**config.mk**
```make
export PLATFORM = sky130hd
export DESIGN_NAME = sram_ana_initiator
export DESIGN_NICKNAME = d
export VERILOG_FILES = /design/src/rtl/sram_ana_pkg.sv /design/src/rtl/sram_ana_level_dec.sv /design/src/rtl/sram_ana_initiator.sv
export SDC_FILE = /design/constraint.sdc
export NUM_CORES = 1
export LEC_CHECK = 0
export CORE_MARGIN = 2
export CORE_UTILIZATION = 30
export CTS_CLUSTER_DIAMETER = 50
export DETAILED_ROUTE_END_ITERATION = 6
export PLACE_DENSITY = 0.95
export SLEW_MARGIN = 25
export SYNTH_ARGS = -nofsm -noshare
export SYNTH_HDL_FRONTEND = slang
export SYNTH_SLANG_ARGS = --single-unit
```
**constraint.sdc**
```tcl
create_clock -name clk -period 2.6 [get_ports clk]
set_clock_uncertainty 0.1 [all_clocks]
set_input_delay 0.39 -clock clk [delete_from_list [all_inputs] [get_ports clk]]
set_output_delay 0.39 -clock clk [all_outputs]
set_load 0.03 [all_outputs]
```
**src/rtl/sram_ana_pkg.sv**
```systemverilog
// rtl/sram_ana_pkg.sv - shared defaults, level type and FSM encoding for the analog-coded SRAM initiator
// Contents: DEF_* parameter defaults, level_t (one analog-coded level), state_t (initiator FSM)
package sram_ana_pkg;

  localparam int DEF_DATA_WIDTH = 8;
  localparam int DEF_ADDR_WIDTH = 4;
  localparam int DEF_ANA_WIDTH  = 8;
  localparam int DEF_FULL_SCALE = 255;
  localparam int DEF_THRESHOLD  = 128;

  typedef logic [DEF_ANA_WIDTH-1:0] level_t;

  localparam logic [1:0] S_IDLE    = 2'd0;
  localparam logic [1:0] S_SETUP   = 2'd1;
  localparam logic [1:0] S_STROBE  = 2'd2;
  localparam logic [1:0] S_CAPTURE = 2'd3;

  typedef enum logic [1:0] {
    ST_IDLE    = S_IDLE,
    ST_SETUP   = S_SETUP,
    ST_STROBE  = S_STROBE,
    ST_CAPTURE = S_CAPTURE
  } state_t;

endpackage

```
**src/rtl/sram_ana_level_dec.sv**
```systemverilog
// rtl/sram_ana_level_dec.sv - per-lane threshold decode of analog-coded SRAM read data
// Ports: dout_a  in  DATA_WIDTH lanes of ANA_WIDTH-bit levels
//        bits    out decoded word, bit i = (dout_a[i] >= THRESHOLD), unsigned compare
module sram_ana_level_dec
  import sram_ana_pkg::*;
#(
  parameter int DATA_WIDTH = DEF_DATA_WIDTH,
  parameter int ANA_WIDTH  = DEF_ANA_WIDTH,
  parameter int THRESHOLD  = DEF_THRESHOLD
) (
  input  logic [ANA_WIDTH-1:0]  dout_a [DATA_WIDTH],
  output logic [DATA_WIDTH-1:0] bits
);

  localparam logic [ANA_WIDTH-1:0] THR_LV = ANA_WIDTH'(THRESHOLD);

  always_comb begin
    bits = '0;
    for (int i = 0; i < DATA_WIDTH; i++) begin
      bits[i] = (dout_a[i] >= THR_LV);
    end
  end

endmodule

```
**src/rtl/sram_ana_initiator.sv**
```systemverilog
// rtl/sram_ana_initiator.sv - request/response initiator driving an SRAM through analog-coded levels
// Ports: clk, rst (async, active high)
//        req_valid/req_ready/req_we/req_addr/req_wdata  request handshake
//        rsp_valid/rsp_data                             one-cycle response, data held between responses
//        clk_a/we_a/addr_a/din_a                        analog-coded SRAM drive (0 or FULL_SCALE)
//        dout_a                                         analog-coded SRAM read data
// Option: SRAM_INIT_READBACK_EN - writes also respond with the pre-write word
module sram_ana_initiator
  import sram_ana_pkg::*;
#(
  parameter int DATA_WIDTH = DEF_DATA_WIDTH,
  parameter int ADDR_WIDTH = DEF_ADDR_WIDTH,
  parameter int ANA_WIDTH  = DEF_ANA_WIDTH,
  parameter int FULL_SCALE = DEF_FULL_SCALE,
  parameter int THRESHOLD  = DEF_THRESHOLD
) (
  input  logic                  clk,
  input  logic                  rst,
  input  logic                  req_valid,
  output logic                  req_ready,
  input  logic                  req_we,
  input  logic [ADDR_WIDTH-1:0] req_addr,
  input  logic [DATA_WIDTH-1:0] req_wdata,
  output logic                  rsp_valid,
  output logic [DATA_WIDTH-1:0] rsp_data,
  output logic [ANA_WIDTH-1:0]  clk_a,
  output logic [ANA_WIDTH-1:0]  we_a,
  output logic [ANA_WIDTH-1:0]  addr_a [ADDR_WIDTH],
  output logic [ANA_WIDTH-1:0]  din_a  [DATA_WIDTH],
  input  logic [ANA_WIDTH-1:0]  dout_a [DATA_WIDTH]
);

  localparam logic [ANA_WIDTH-1:0] FS_LV = ANA_WIDTH'(FULL_SCALE);

  state_t                state_q, state_d;
  logic                  we_q, we_d;
  logic [ADDR_WIDTH-1:0] addr_q, addr_d;
  logic [DATA_WIDTH-1:0] wdata_q, wdata_d;
  logic                  rsp_valid_q, rsp_valid_d;
  logic [DATA_WIDTH-1:0] rsp_data_q, rsp_data_d;
  logic [DATA_WIDTH-1:0] dec_bits;

  sram_ana_level_dec #(
    .DATA_WIDTH(DATA_WIDTH),
    .ANA_WIDTH (ANA_WIDTH),
    .THRESHOLD (THRESHOLD)
  ) u_dec (
    .dout_a(dout_a),
    .bits  (dec_bits)
  );

  always_comb begin
    state_d     = state_q;
    we_d        = we_q;
    addr_d      = addr_q;
    wdata_d     = wdata_q;
    rsp_valid_d = 1'b0;
    rsp_data_d  = rsp_data_q;
    case (state_q)
      ST_IDLE: begin
        if (req_valid) begin
          state_d = ST_SETUP;
          we_d    = req_we;
          addr_d  = req_addr;
          wdata_d = req_wdata;
        end
      end
      ST_SETUP:  state_d = ST_STROBE;
      ST_STROBE: state_d = ST_CAPTURE;
      ST_CAPTURE: begin
        state_d = ST_IDLE;
`ifdef SRAM_INIT_READBACK_EN
        // dout_a still carries the word read before the write took effect
        rsp_valid_d = 1'b1;
        rsp_data_d  = dec_bits;
`else
        // rsp_data only changes when a response is emitted, so writes leave it alone
        if (!we_q) begin
          rsp_valid_d = 1'b1;
          rsp_data_d  = dec_bits;
        end
`endif
      end
      default: state_d = ST_IDLE;
    endcase
  end

  always_ff @(posedge clk or posedge rst) begin
    if (rst) begin
      state_q     <= ST_IDLE;
      we_q        <= 1'b0;
      addr_q      <= '0;
      wdata_q     <= '0;
      rsp_valid_q <= 1'b0;
      rsp_data_q  <= '0;
    end else begin
      state_q     <= state_d;
      we_q        <= we_d;
      addr_q      <= addr_d;
      wdata_q     <= wdata_d;
      rsp_valid_q <= rsp_valid_d;
      rsp_data_q  <= rsp_data_d;
    end
  end

  // rst gates ready directly so it drops in the same instant rst rises
  assign req_ready = (state_q == ST_IDLE) && !rst;
  assign rsp_valid = rsp_valid_q;
  assign rsp_data  = rsp_data_q;

  // Address/data lanes come straight from the latched request, so they hold
  // their last value through IDLE and collapse to 0 under reset.
  assign clk_a = (state_q == ST_STROBE) ? FS_LV : '0;
  assign we_a  = (we_q && (state_q == ST_SETUP || state_q == ST_STROBE)) ? FS_LV : '0;

  always_comb begin
    for (int i = 0; i < ADDR_WIDTH; i++) addr_a[i] = addr_q[i] ? FS_LV : '0;
    for (int i = 0; i < DATA_WIDTH; i++) din_a[i] = wdata_q[i] ? FS_LV : '0;
  end

endmodule

```
==> flow_summary.yaml <==
placed_design:
  port_buffers: 145
  dp_hpwl_um: 2740
  place.gp.congestion: 0.684
cts:
  path_clk_slew_ps: 90
  cts_tree: "built"
  post-cts-setup-buffers: 0
  cts_made_buffers: 3
  cts.htree.levels: 1
  clk_latency_ps: 260
  cts_buffer_depth: 2
  cts_root_buffer: "clkbuf_8"
  cts.sinks: 24
routing:
  drt_iter0_drc: 3
  wirelength_um: 3550
  via_per_inst: 3.95
  wire_per_inst_um: 12.6
  firstDrtPassIters: 2
  postRouteAntennaNets: 0
  vias: 1113
  drc_errors: 0
timing:
  drv_slew: 0
  period_share_pct: 95.1
  fin_crit_ps: 2470
  finalHoldViolCount: 0
  worst_pin_slew_ps: 769
  rsz0062_at_grt: "false"
  timing.slew.headroom_pct: 48.7
  setup_violations: 0
  max_freq_ghz: 0.404
  tns_ps: 0
die:
  row_count: 27
  core_mm2: 0.00557
  die_x_um: 80.3
  die_area_mm2: 0.00644
  die_y_um: 80.3
  io_pins: 202
  floorplan.initialDensity_pct: 31.3
synth:
  synth-edff-count: 0
  ys_ff_latch: 24
  ys_types: 14
  synth_area_leaders: "buf_4 (42%), dfrtp_1 (34%), mux2_4 (8.6%), mux2_1 (7.7%), ha_1 (2.9%)"
  syn_avg_cell_area_um2: 10.9
  yosysTopAreaCell: "buf_4"
  synth_top_area_share_pct: 42.2
  synth_top_flop_cell: "dfrtp_1"
  synth-async-reset-ratio_pct: 100
  synthesis.area_mm2: 0.00174
  syn_inst: 160
  synth_seq_area_share_pct: 34.4
  yosysWarnings: 0
  synth_nets: 244
setup_path:
  crit_chain: "inv_1 -> ha_1 -> and2_1 -> clkdlybuf4s50_1"
  crit_family: "buffers and inverters"
  arrival_ps: 1980
  cpMaxStageDelayCell: "clkdlybuf4s50_1"
  start_kind: "register"
  critPathCaptureType: "output pin"
  critPathMaxStageDelay_ps: 720
  cp_max_fo: 8
  crit_type: "register to output pin"
  cp_num_buf_inv: 2
  required_ps: 2110
grt:
  grt_pass1_wl_um: 5170
  grt_use_total_pct: 10.3
  antenna_found_initial: 0
  grt-ovfl-total: 0
  grt_pass1_vias: 1041
  grt_start_max_net_pins: 25
finish:
  n_fill_cell: 510
  final_layout_size_suffix_gt1_share_pct: 7.62
  layout.nets: 295
  antennaDiodeCount: 0
  syn2layout_area_growth_pct: 50.4
run_status:
  outcome: "complete, no violations"
run:
  drv_cap: 0
min_path:
  hp-class: "register to register"
[worst register-to-register path: stages, from the launching register on]
cell	delay, ps
dfrtp_1	400
ha_1	150
nor2b_1	620
mux2_1	390
[synthesized netlist by cell type, types with 2 or more instances]
master / number
buf_4: 98
dfrtp_1: 24
ha_1: 4
inv_1: 3
mux2_1: 12
mux2_4: 10
nor2b_1: 2
[area by class of cell]
type	instances	area, µm²	share of cell area [%]
tap	72	90.1	3.44
timing repair buffer	146	1470	56.0
clock buffer	3	41.3	1.57
multi-input combinational	33	380	14.5
sequential	24	601	22.9
clock inverter	1	30.0	1.15
inverter	3	11.3	0.429
[layout by cell type, fill, tap and decap left out, types with 2 or more instances in the layout]
cell type	instances
clkbuf_8	3
ha_1	4
mux2_4	10
inv_1	3
dfrtp_1	24
dlymetal6s2s_1	4
nor2b_1	2
clkdlybuf4s50_1	141
mux2_1	12
[path summary, 6_finish.rpt]
check                      slack (ps)         from  cells after the start          end
max                               130   state_q[1]                      4      we_a[4]
min                               390  rsp_data[1]                      1  rsp_data[1]
max reg2reg                       830   state_q[1]                      3  rsp_data[3]
min reg2reg                       390  rsp_data[1]                      1  rsp_data[1]
max in group asynchronous        1760          rst                      3  rsp_data[3]
min in group asynchronous         400          rst                      3   wdata_q[4]
[state kept, by name, summed over array words and instances (netlist names)]
signal and cells:
we_q 1, addr_q 4, wdata_q 8, state_q 2, rsp_data 8, rsp_valid 1
[layer usage]
layer	routed length [µm]	track usage [%]	vias to the layer above
met5	0	0	-
met4	18	2.03	0
met3	406	3.93	2
met2	1870	20.0	82
met1	1260	10.3	525
li1	-	-	504
[kinds of logic (layout without fill, tap and decap cells)]
logic type | count (synthesis) | count (layout) | synth area share, %
flops | 24 | 24 | 34.4
fa+ha+maj | 4 | 4 | 2.87
simple gates | 6 | 6 | 2.01
buf+inv | 103 | 153 | 43.8
mux | 23 | 23 | 16.9
[stage by stage]
stage | setup WS [ps] | hold WS (ps) | instance area, µm² | std cells | utilization, %
floorplan | 771 | 305 | 1740 | 160 | -
global placement | 439 | 366 | 2540 | 278 | 45.6
detailed placement | 397 | 378 | 2540 | 278 | 45.6
CTS | 74.6 | 400 | 2610 | 282 | 46.9
global route | 5.45 | 426 | 2620 | 282 | 47.0
finish | 127 | 395 | 2620 | 282 | 47.0
[repair_timing]
item,in CTS,in global routing
endpoints found under the hold margin,0,0
setup endpoints to repair,0,7
gates resized for setup,0,4
hold buffers,0,0
Power is left out: the tool's default activity adds up to more than one toggle a clock period on the data nets, which glitch-free logic cannot reach.
==> patch, RTL diff (same flow settings) <==
Make the reset (`rst`) synchronous in one clocked block. Comments in the files are not updated.
--- a/src/rtl/sram_ana_initiator.sv
+++ b/src/rtl/sram_ana_initiator.sv
@@ -85,7 +85,7 @@
     endcase
   end
 
-  always_ff @(posedge clk or posedge rst) begin
+  always_ff @(posedge clk) begin
     if (rst) begin
       state_q     <= ST_IDLE;
       we_q        <= 1'b0;
Function: differs if rst is asserted again (counterexample within 4 cycles, from zero or initial values and one cycle with rst high); with rst held inactive, the same outputs for 10 cycles.
==> patch against the unedited design <==
Area after synthesis decreased by 4.5%. Global-route usage rose by 1.4 points. Via count up 16%. Count of clock-buffer cells in the layout is the same. Routed wire length up 7.8%. Sequential cell count is the same. Worst setup slack got worse by 0.014 ns. Cell area fell by 4.5%.
==> patch: results (changes against the unedited design) <==
Global routing
  – First-pass GRT wire length: 5790 µm (+12%)
  – Met3 Use GR: 3.91% (-0.025 points)
  – Met1 Use GR: 12.3% (+2.0 points)
  – All-layer global routing usage: 11.7% (+1.4 points)
  – Initial antenna violation count: 0 (unchanged)
  – Pin count of the biggest net entering global routing: 25 (unchanged)
  – Vias in the first global route: 1160 (+11%)
  – Met2 Resource Use GR: 22.8% (+2.8 points)

Yosys
  – Most used DFF post-synth: dfxtp_1
  – Sequential-to-total area share from yosys stat: 28.9% (-5.6 points)
  – Leading cell types by count after synthesis: buf_4, nand2_1, dfxtp_1, a21oi_1
  – Synth unique cells: 17 (+3)
  – Post-Syn Nets: 295 (+21%)
  – Ys Warns: 0 (unchanged)
  – Share of synthesized flip-flops with an asynchronous set or reset: 0% (-100 points)
  – Synth top area cells: buf_4, dfxtp_1, nand2_1

Placement
  – DP Area: 2430 µm² (-4.5%)
  – HPWL after DPL: 2980 µm (+8.7%)
  – IO Port Bufs: 145 (unchanged)
  – GPL Wtd Cong: 0.620 (-9.5%)

Routing
  – DR iter-0 viols: 20 (+17)
  – Drt wl/cell: 11.7 µm (-7.3%)
  – TritonRoute pass-1 iters: 4 (+2)
  – DR vias: 1288 (+16%)

Setup path
  – Top Family by Delay on Critical Path: buffers and inverters
  – Worst-path maximum fanout: 8 (unchanged)
  – Critical-path top delay cell: clkdlybuf4s50_1
  – Crit-path max cell delay: 0.72 ns (about the same)
  – WP data arrival: 2.00 ns (+0.02 ns)

Power and ir drop
  – Leak pwr: 0.927 nW
  – VDD IR-drop max: 0.000394 V

Worst hold path
  – HP Class: reg2reg

CTS
  – TritonCTS Buffers: 3 (unchanged)
  – Worst-path clk slew: 0.09 ns (about the same)
  – CTS Buffer Depth: 2 (unchanged)
  – Clk_lat worst skew: 0.27 ns
  – CTS H-Tree Depth: 1 (unchanged)
  – Clock Tree Root: clkbuf_8
  – CTS Hold Bufs: 0 (unchanged)

STA
  – Actual slew at the worst max-slew pin: 0.526 ns (-0.243 ns)

Finish
  – Nets@finish: 341 (+16%)
  – Ant diodes: 0 (unchanged)
  – Share of cells above drive strength 1: 3.13% (-4.5 points)

Status
  – Status: finished, final reports clean
-- patch: cell count changes after synthesis, moves of 2 or more --
| cell | delta |
|---|---|
| buf_2 | +2 |
| nand2_1 | +43 |
| buf_4 | +2 |
| a21oi_1 | +20 |
| dfxtp_1 | +24 |
| mux2_1 | -12 |
| nor2_1 | +3 |
| dfrtp_1 | -24 |
| mux2_4 | -10 |
-- patch: layout make-up --
type / instances / area [µm²]
fillers: 519 / 2940
repair buffers: 146 / 1460
flip-flops and latches: 24 / 480
multi-input cells: 80 / 393
well taps: 72 / 90.1
clock buffers: 3 / 41.3
clock inverters: 1 / 30.0
inverters: 2 / 7.51
-- patch: worst paths after layout --
kind | cells past startpoint | endpoint | startpoint | slack (ns)
worst min-delay path | 2 | rsp_data[1] | rsp_data[1] | 0.36
worst max-delay path | 4 | we_a[2] | state_q[0] | 0.11
worst max register to register | 5 | we_q | state_q[0] | 1.04
worst min register to register | 2 | rsp_data[1] | rsp_data[1] | 0.36
-- patch: metal layers --
metal  vias to the layer above  wire length [µm]
li1                        642                 -
met2                        68              2060
met1                       576              1460
met3                         2               293
met4                         0                10
met5                         -                 0
-- patch: timing repair --
item,in CTS,in global routing
resized for setup,0,2
endpoints found under the setup margin,0,7
setup buffers,0,0
-- patch: logic make-up (layout without fill, tap and decap cells) --
group,after synthesis,in the layout,synth area share [%]
buf+inv,107,152,47.6
simple gates,53,53,13.0
flops,24,24,28.9
compound gates,22,22,6.99
fa+ha+maj,4,4,3.01
mux,1,1,0.601
-- patch: power breakdown --
part	switching [mW]	internal (mW)	leakage (nW)	total, mW
clock	0.127	0.206	0.0357	0.332
combinational	0.949	0.633	0.696	1.58
sequential	0.0832	0.428	0.196	0.511
-- patch: worst reg2reg max path: stages, from the launching register on --
cell and delay [ns]:
dfxtp_1 0.37, inv_1 0.09, ha_1 0.25, nand2_1 0.42, nand2_1 0.12, a21oi_1 0.15
-- patch: stage by stage --
stage	std cells	total power, mW	setup WS [ns]
finish	328	2.43	0.113
global placement	324	2.08	0.441
detailed placement	324	2.12	0.407
CTS	328	2.46	0.0719
floorplan	211	1.79	0.777
global route	328	2.54	0.00206
